<file path="config.mk">
export PLATFORM = sky130hd
export DESIGN_NAME = pipelined_addsub
export DESIGN_NICKNAME = d
export VERILOG_FILES = /design/src/rtl/pipelined_addsub.sv
export SDC_FILE = /design/constraint.sdc
export NUM_CORES = 1
export LEC_CHECK = 0
export ABC_AREA = 1
export CORE_MARGIN = 2
export CORE_UTILIZATION = 57
export DETAILED_ROUTE_END_ITERATION = 7
export DONT_BUFFER_PORTS = 1
export MAX_ROUTING_LAYER = met4
export PLACE_DENSITY = 0.79
export SYNTH_ARGS = -nofsm -noshare
export SYNTH_HDL_FRONTEND = slang
export SYNTH_SLANG_ARGS = --single-unit
</file>
<file path="constraint.sdc">
create_clock -name clk -period 1.7 [get_ports clk]
set_input_delay 0.34 -clock clk [delete_from_list [all_inputs] [get_ports clk]]
set_output_delay 0.34 -clock clk [all_outputs]
set_load 0.05 [all_outputs]
</file>
<file path="src/rtl/pipelined_addsub.sv">
// Pipelined adder/subtractor: one CHUNK-bit slice resolved per stage, carry registered between
// slices, with a single global advance enable driving valid/ready flow control.
module pipelined_addsub #(
   parameter int unsigned WIDTH = 16,
   parameter int unsigned CHUNK = 4
) (
   input  logic             clk,
   input  logic             rst_n,
   input  logic             in_valid,
   output logic             in_ready,
   input  logic [WIDTH-1:0] a,
   input  logic [WIDTH-1:0] b,
   input  logic             cin,
   input  logic             sub,
   output logic             out_valid,
   input  logic             out_ready,
   output logic [WIDTH-1:0] sum,
   output logic             cout,
   output logic             ovf
);

   localparam int unsigned STAGES = (CHUNK == 0) ? 1 : WIDTH / CHUNK;
   localparam int unsigned LAST   = STAGES - 1;
   localparam int unsigned REM    = (CHUNK == 0) ? 0 : WIDTH % CHUNK;

   if (CHUNK == 0 || REM != 0) begin : g_param_check
      $error("pipelined_addsub: WIDTH must be a non-zero multiple of CHUNK");
   end

   logic             valid_q [STAGES];
   logic [WIDTH-1:0] a_q     [STAGES];
   logic [WIDTH-1:0] b_q     [STAGES];
   logic [WIDTH-1:0] sum_q   [STAGES];
   logic             carry_q [STAGES];
   logic             ovf_q;

   // Stage inputs: conditioned ports for stage 0, previous stage registers otherwise.
   logic             st_v    [STAGES];
   logic [WIDTH-1:0] st_a    [STAGES];
   logic [WIDTH-1:0] st_b    [STAGES];
   logic [WIDTH-1:0] st_s    [STAGES];
   logic             st_c    [STAGES];
   logic [CHUNK:0]   part    [STAGES];
   logic [WIDTH-1:0] nx_s    [STAGES];
   logic             nx_c    [STAGES];
   logic             adv;
   logic             ovf_d;

   assign adv = !valid_q[LAST] || out_ready;

   for (genvar g = 0; g < STAGES; g++) begin : g_stage
      if (g == 0) begin : g_first
         assign st_v[g] = in_valid;
         assign st_a[g] = a;
         assign st_b[g] = sub ? ~b : b;
         assign st_s[g] = '0;
         assign st_c[g] = sub | cin;
      end else begin : g_next
         assign st_v[g] = valid_q[g-1];
         assign st_a[g] = a_q[g-1];
         assign st_b[g] = b_q[g-1];
         assign st_s[g] = sum_q[g-1];
         assign st_c[g] = carry_q[g-1];
      end

      assign part[g] = {1'b0, st_a[g][g*CHUNK +: CHUNK]}
                     + {1'b0, st_b[g][g*CHUNK +: CHUNK]}
                     + (CHUNK+1)'(st_c[g]);
      // Slices above g are still zero in st_s, so OR-ing drops this slice into place.
      assign nx_s[g] = st_s[g] | (WIDTH'(part[g][CHUNK-1:0]) << (g * CHUNK));
      assign nx_c[g] = part[g][CHUNK];
   end

   assign ovf_d = (st_a[LAST][WIDTH-1] == st_b[LAST][WIDTH-1])
               && (nx_s[LAST][WIDTH-1] != st_a[LAST][WIDTH-1]);

   always_ff @(posedge clk or negedge rst_n) begin
      if (!rst_n) begin
         for (int unsigned k = 0; k < STAGES; k++) begin
            valid_q[k] <= 1'b0;
            a_q[k]     <= '0;
            b_q[k]     <= '0;
            sum_q[k]   <= '0;
            carry_q[k] <= 1'b0;
         end
         ovf_q <= 1'b0;
      end else if (adv) begin
         for (int unsigned k = 0; k < STAGES; k++) begin
            valid_q[k] <= st_v[k];
            // Bubbles keep the old data so idle stages do not toggle.
            if (st_v[k]) begin
               a_q[k]     <= st_a[k];
               b_q[k]     <= st_b[k];
               sum_q[k]   <= nx_s[k];
               carry_q[k] <= nx_c[k];
            end
         end
         if (st_v[LAST]) begin
            ovf_q <= ovf_d;
         end
      end
   end

   assign in_ready  = adv;
   assign out_valid = valid_q[LAST];
   assign sum       = sum_q[LAST];
   assign cout      = carry_q[LAST];
   assign ovf       = ovf_q;

endmodule
</file>
==> reports/results.txt, run 1 <==
Top_reg_cell synth = dfrtp_1
Non-filler cells, final = 570
#FFs+latches synth = 97
Failing checks = hold timing
First-pass GRT wire length = 13170 um
NetSw = 3581 uW
Hold crit path type = input pin to async pin
Avg Cell Area, Syn = 9.401 um2
Final net count = 521
Clock transition at path regs = 0.09 ns
Num CTS Buffers = 9
Min Tclk post-route = 1.610 ns
Register area share after synthesis = 0.5505
Power Dens Cells = 1850 mW/mm2
Cells after Synth = 469
Met1 GRT Util = 0.2721
Die width = 91.95 um
Ys async rst share = 1.000
Syn-to-layout area delta = 5.902%
Final hold vios = 97
Element type at the critical path end = flop
Die Y = 91.95 um
Clk sinks = 97
Syn_nets = 527
Internal = 5058 uW
Clk_lat worst skew = 0.36 ns
Share of cells above drive strength 1 = 0.08120
RSZ-0062 raised after global routing = no
Pre-CTS WS = -0.08381 ns
DR pass1 iterations = 4
Worst setup SP type = flop
Status = finished with violations
Slew Limit Headroom = 0.6181
1st-iter DRT viols = 166
Slew @ Worst Pin = 0.5723 ns
Leak = 0.002356 uW
Final hold slack = -0.3263 ns
Number of cells in the design after placement = 554
Root buf cell = clkbuf_8
Via/cell ratio = 5.056
Starting Density = 0.5796
Comb power frac = 0.311
Synthesis warning total = 0
Flop pwr share = 0.501
Yosys top cell by area = dfrtp_1
Final setup violation count = 0
Routability cong. = 0.8758
Vias in the first global route = 2869
DR WL/cell = 13.29 um
Launching point of the worst reg2reg path = a_q[28]
Final worst-path cycle share = 0.9470
Largest net degree at the start of global routing = 98
Setup WS post-layout = 0.09018 ns
Mapped cell area = 0.004409 mm2
Number of inserted diodes = 0
CTS tree = yes
Total gr overflow = 0
Synth top cells by count = nand2_1 (184), dfrtp_1 (97), o21ai_0 (43), inv_1 (34), nand3_1 (17)
Routed Antenna Nets = 0
Peak VDD IR = 744.4 uV
Clock buffer depth = 2
Fmax = 0.6212 GHz
Post-Route Skew = 0.008832 ns
Arr. time, crit path = 1.86 ns
Post-synth top area share = 0.5505
Via count = 2882
Dpl hpwl = 5361 um
Slew Viols, Final = 0
Req. time, crit path = 1.95 ns
Sw Ratio = 0.4145
Core area = 0.007607 mm2
Crit path kind = flop to flop
GR Util met3 = 0.04437
Total power = 8639 uW
Port bufs = 0
Top Usage Layer GRT = met2
DRC Markers = 0
Met2 Resource Use GR = 0.3125
Die area = 0.008455 mm2
Top-Level Pins = 58
H-tree depth = 3
Top-count cell post-synth = nand2_1
Post-CTS setup buffers = 0
Antenna violations before repair = 0
Area contributors post-synth = dfrtp_1 (55%), nand2_1 (16%), o21ai_0 (4.9%), fa_1 (3.6%), ha_1 (3.4%)
Max-cap violations = 0
GRT Util Overall = 0.2014
FP Rows = 32
Netlist cell types = 24
Post-synth EDFFs = 0
Crit Path Max Fanout = 3
Routed WL = 7577 um
Reg2Reg Depth = 6
Clock power share = 0.187
CP Launch Point = a_q[28]
[final cells by class]
type,count,area [um2]
Clock buffer,11,141.4
Timing Repair Buffer,2,15.01
Fill cell,669,2938
Clock inverter,5,78.83
Sequential cell,97,2427
Tap cell,102,127.6
Inverter,38,147.6
Multi-Input combinational cell,315,1732
[registers in the layout, indices dropped and copies added (netlist names)]
name       flops
carry_q        3
st_v           3
out_valid      1
ovf            1
sum           16
st_s          24
b_q           24
cout           1
a_q           24
[cells by family after synthesis]
family / synth area share
AO/OA/AOI/OAI: 0.07974
XOR/XNOR: 0.03973
adder cells (fa/ha/maj): 0.07037
buffers and inverters: 0.06016
flip-flops: 0.5505
AND/OR/NAND/NOR: 0.1995
[metrics by stage]
step	area, um2	util	hold WS (ns)	TNS (ns)
5_1_grt	4669	0.6138	-0.3512	0
3_3_place_gp	4447	0.5845	0.04847	-0.09700
2_1_floorplan	4442	-	0.04441	-0.7613
4_1_cts	4669	0.6138	-0.3437	0
3_5_place_dp	4447	0.5845	0.04808	-0.2135
6_report	4669	0.6138	-0.3263	0
[final timing paths]
| path | endpoint | slack (ns) |
|---|---|---|
| worst min register to register | st_s[7] | 0.48 |
| max in group asynchronous | b_q[30] | 1.88 |
| worst max register to register | cout | 0.09 |
| worst min-delay path | sum[13] | -0.33 |
| min in group clk | a_q[58] | 0.10 |
| worst max-delay path | cout | 0.09 |
[power groups by stage]
stage	clock, uW	sequential, uW	combinational [uW]
finish	1620	4330	2690
global route	1760	4440	3110
CTS	1660	4340	2710
detailed placement	0	4380	2670
global placement	0	4340	2540
floorplan	0	4280	2220
[critical path, stage by stage (launching register included)]
cell and delay, ns:
dfrtp_1 0.41, fa_2 0.43, fa_1 0.42, nand3_1 0.10, nand2_1 0.05, nand2_1 0.05, nand2_1 0.05
[per-layer routing]
metal	share of wire	routed length, um
met1	0.47	3550
met2	0.47	3558
met3	0.051	383
met4	0.011	85
met5	0	0
[placed cells by master, fill, tap and decap left out, types with 3 or more instances in the layout]
| cell type | instances |
|---|---|
| inv_1 | 34 |
| o21ai_1 | 10 |
| xor2_1 | 5 |
| ha_1 | 12 |
| clkbuf_8 | 10 |
| nand2_1 | 184 |
| fa_1 | 5 |
| fa_2 | 3 |
| dfrtp_1 | 97 |
| a21oi_1 | 8 |
| nand3_1 | 16 |
| o21ai_2 | 7 |
| xnor2_1 | 15 |
| o21ai_0 | 40 |
[repair_timing]
action	4_1_cts	5_1_grt
setup endpoints to repair	1	1
hold endpoints to repair	97	97
resized for setup	2	1
No activity file was read; power rests on OpenSTA's default activity.
==> run 2: changes to the inputs <==
--- a/config.mk
+++ b/config.mk
@@ -6,6 +6,7 @@
 export NUM_CORES = 1
 export LEC_CHECK = 0
 export ABC_AREA = 1
+export CAP_MARGIN = 15
 export CORE_MARGIN = 2
 export CORE_UTILIZATION = 57
 export DETAILED_ROUTE_END_ITERATION = 7
==> constraint.sdc (replaced) <==
create_clock -name clk -period 1.44 [get_ports clk]
set_input_delay 0.288 -clock clk [delete_from_list [all_inputs] [get_ports clk]]
set_output_delay 0.288 -clock clk [all_outputs]
set_load 0.05 [all_outputs]
==> run 2 against run 1 <==
Effect of this change:
- critical path depth stayed put
- global-route usage is 1.8 points higher
- clock power grew 9%
- register-to-register slack worse by 0.20 ns
- design area rose by 6.8%
- maximum frequency increased by 3.7%
- sequential share of layout area down 3.3 points
- core utilization grew 4.2 points
- the run ends with hold timing, setup timing left
==> reports/results.txt, run 2 (same netlist as run 1, synthesis figures left out) <==
Via count = 2985
CP dominant cell by count = nand2_1
DR pass1 iterations = 4
Slowest cell on the critical path = fa_2
Final net count = 547
Largest net degree at the start of global routing = 98
Total gr overflow = 0
Dpl hpwl = 5547 um
Num CTS Buffers = 9
Clock transition at path regs = 0.10 ns
Slew @ Worst Pin = 0.4915 ns
Post-Route Skew = 0.009854 ns
Final setup violation count = 10
Root buf cell = clkbuf_8
Post-Layout Inst Area = 0.004986 mm2
Routability cong. = 0.7896
Antenna violations before repair = 0
H-tree depth = 3
Req. time, crit path = 1.71 ns
Failing checks = hold timing, setup timing
1st-iter DRT viols = 215
Met3 WL = 366 um
Detail Route met2 WL = 3906 um
Port bufs = 0
Die area = 0.008455 mm2
Top layer in use = met4
Internal = 6346 uW
Fmax = 0.6442 GHz
Clock buffer depth = 2
Final hold slack = -0.3994 ns
DR WL/cell = 13.93 um
Power Dens Cells = 2203 mW/mm2
Final Util = 0.6554
R2r endpoint = cout
Clock power share = 0.161
Clk_lat worst skew = 0.37 ns
Setup WS post-layout = -0.1124 ns
Syn-to-layout area delta = 13.08%
Die width = 91.95 um
Most frequent cells in the layout = nand2_1 (180), dfrtp_1 (96), o21ai_0 (36)
Routed WL = 8300 um
Starting Density = 0.5796
Leak = 0.002497 uW
Flop pwr share = 0.468
Commonest non-fill, non-tap cell in the layout = nand2_1
Slew Viols, Final = 0
Clk sinks = 97
Top-Level Pins = 58
TNS Setup = -0.7543 ns
Metal-1 WL = 3873 um
Sw Ratio = 0.4223
Dpl cell area = 0.004541 mm2
Max incr delay on CP = 0.42 ns
Peak VDD IR = 1051 uV
Crit path kind = flop to flop
Vias in the first global route = 3016
RSZ-0062 raised after global routing = yes
Final worst-path cycle share = 1.078
Worst setup SP type = flop
Share of cells above drive strength 1 = 0.1802
GRT Util Overall = 0.2192
Number of inserted diodes = 0
Pre-CTS WS = -0.2964 ns
R2R Setup Slk = -0.11 ns
Min Tclk post-route = 1.552 ns
Hold crit path type = input pin to async pin
Arr. time, crit path = 1.82 ns
Comb power frac = 0.371
Status = finished with violations
DRC Markers = 0
Crit Path Max Fanout = 2
Final hold vios = 97
Worst path cell trace = fa_2, fa_2, nand3_1, nand2_1, nand2_1, nand2_1
Max-cap violations = 0
Launching point of the worst reg2reg path = a_q[28]
Reg2Reg Depth = 6
NetSw = 4639 uW
Die Y = 91.95 um
CP Launch Point = a_q[28]
Core area = 0.007607 mm2
Slew Limit Headroom = 0.6723
Element type at the critical path end = flop
Via/cell ratio = 5.008
First-pass GRT wire length = 14040 um
FP Rows = 32
CTS tree = yes
Routed Antenna Nets = 0
run 2: worst max-delay path, delay by kind of cell (launching register included):
| kind | cells | cell delay [ns] |
|---|---|---|
| flops | 1 | 0.41 |
| fa+ha+maj | 2 | 0.78 |
| simple gates | 4 | 0.25 |
run 2: stage by stage:
stage	std cells	total power (uW)
2_1_floorplan	469	7741
3_3_place_gp	561	8352
3_5_place_dp	561	8593
4_1_cts	587	10670
5_1_grt	596	11800
6_report	596	10980
run 2: worst max-delay path by stage:
stage	slack (ns)	endpoint
floorplan	-0.47	st_s[34]
global placement	-0.26	carry_q[3]
detailed placement	-0.30	st_s[34]
CTS	-0.10	cout
global route	-0.17	cout
finish	-0.11	cout
run 2: routing by layer:
metal,global-route usage,vias to the layer above
li1,-,1507
met1,0.2856,1392
met2,0.3444,72
met3,0.04519,14
met4,0.08085,0
met5,-,-
run 2: area by class of cell:
cell class | instances | area (um2)
clock inverters | 6 | 67.56
multi-input cells | 315 | 1797
inverters | 38 | 157.7
flip-flops and latches | 97 | 2429
well taps | 102 | 127.6
clock buffers | 10 | 127.6
fillers | 625 | 2621
repair buffers | 28 | 280.3
run 2: repair_timing:
| action | in CTS | in global routing |
|---|---|---|
| pin swaps | 13 | 11 |
| resized for setup | 13 | 16 |
| endpoints found under the setup margin | 10 | 43 |
| cloned | 0 | 0 |
| setup buffers | 10 | 9 |
| endpoints found under the hold margin | 97 | 97 |
run 2: power groups by stage:
stage,clock (uW),sequential (uW),combinational (uW)
6_report,1770,5140,4080
5_1_grt,1910,5270,4610
4_1_cts,1790,5150,3740
3_5_place_dp,0,5200,3390
3_3_place_gp,0,5150,3210
2_1_floorplan,0,5070,2670
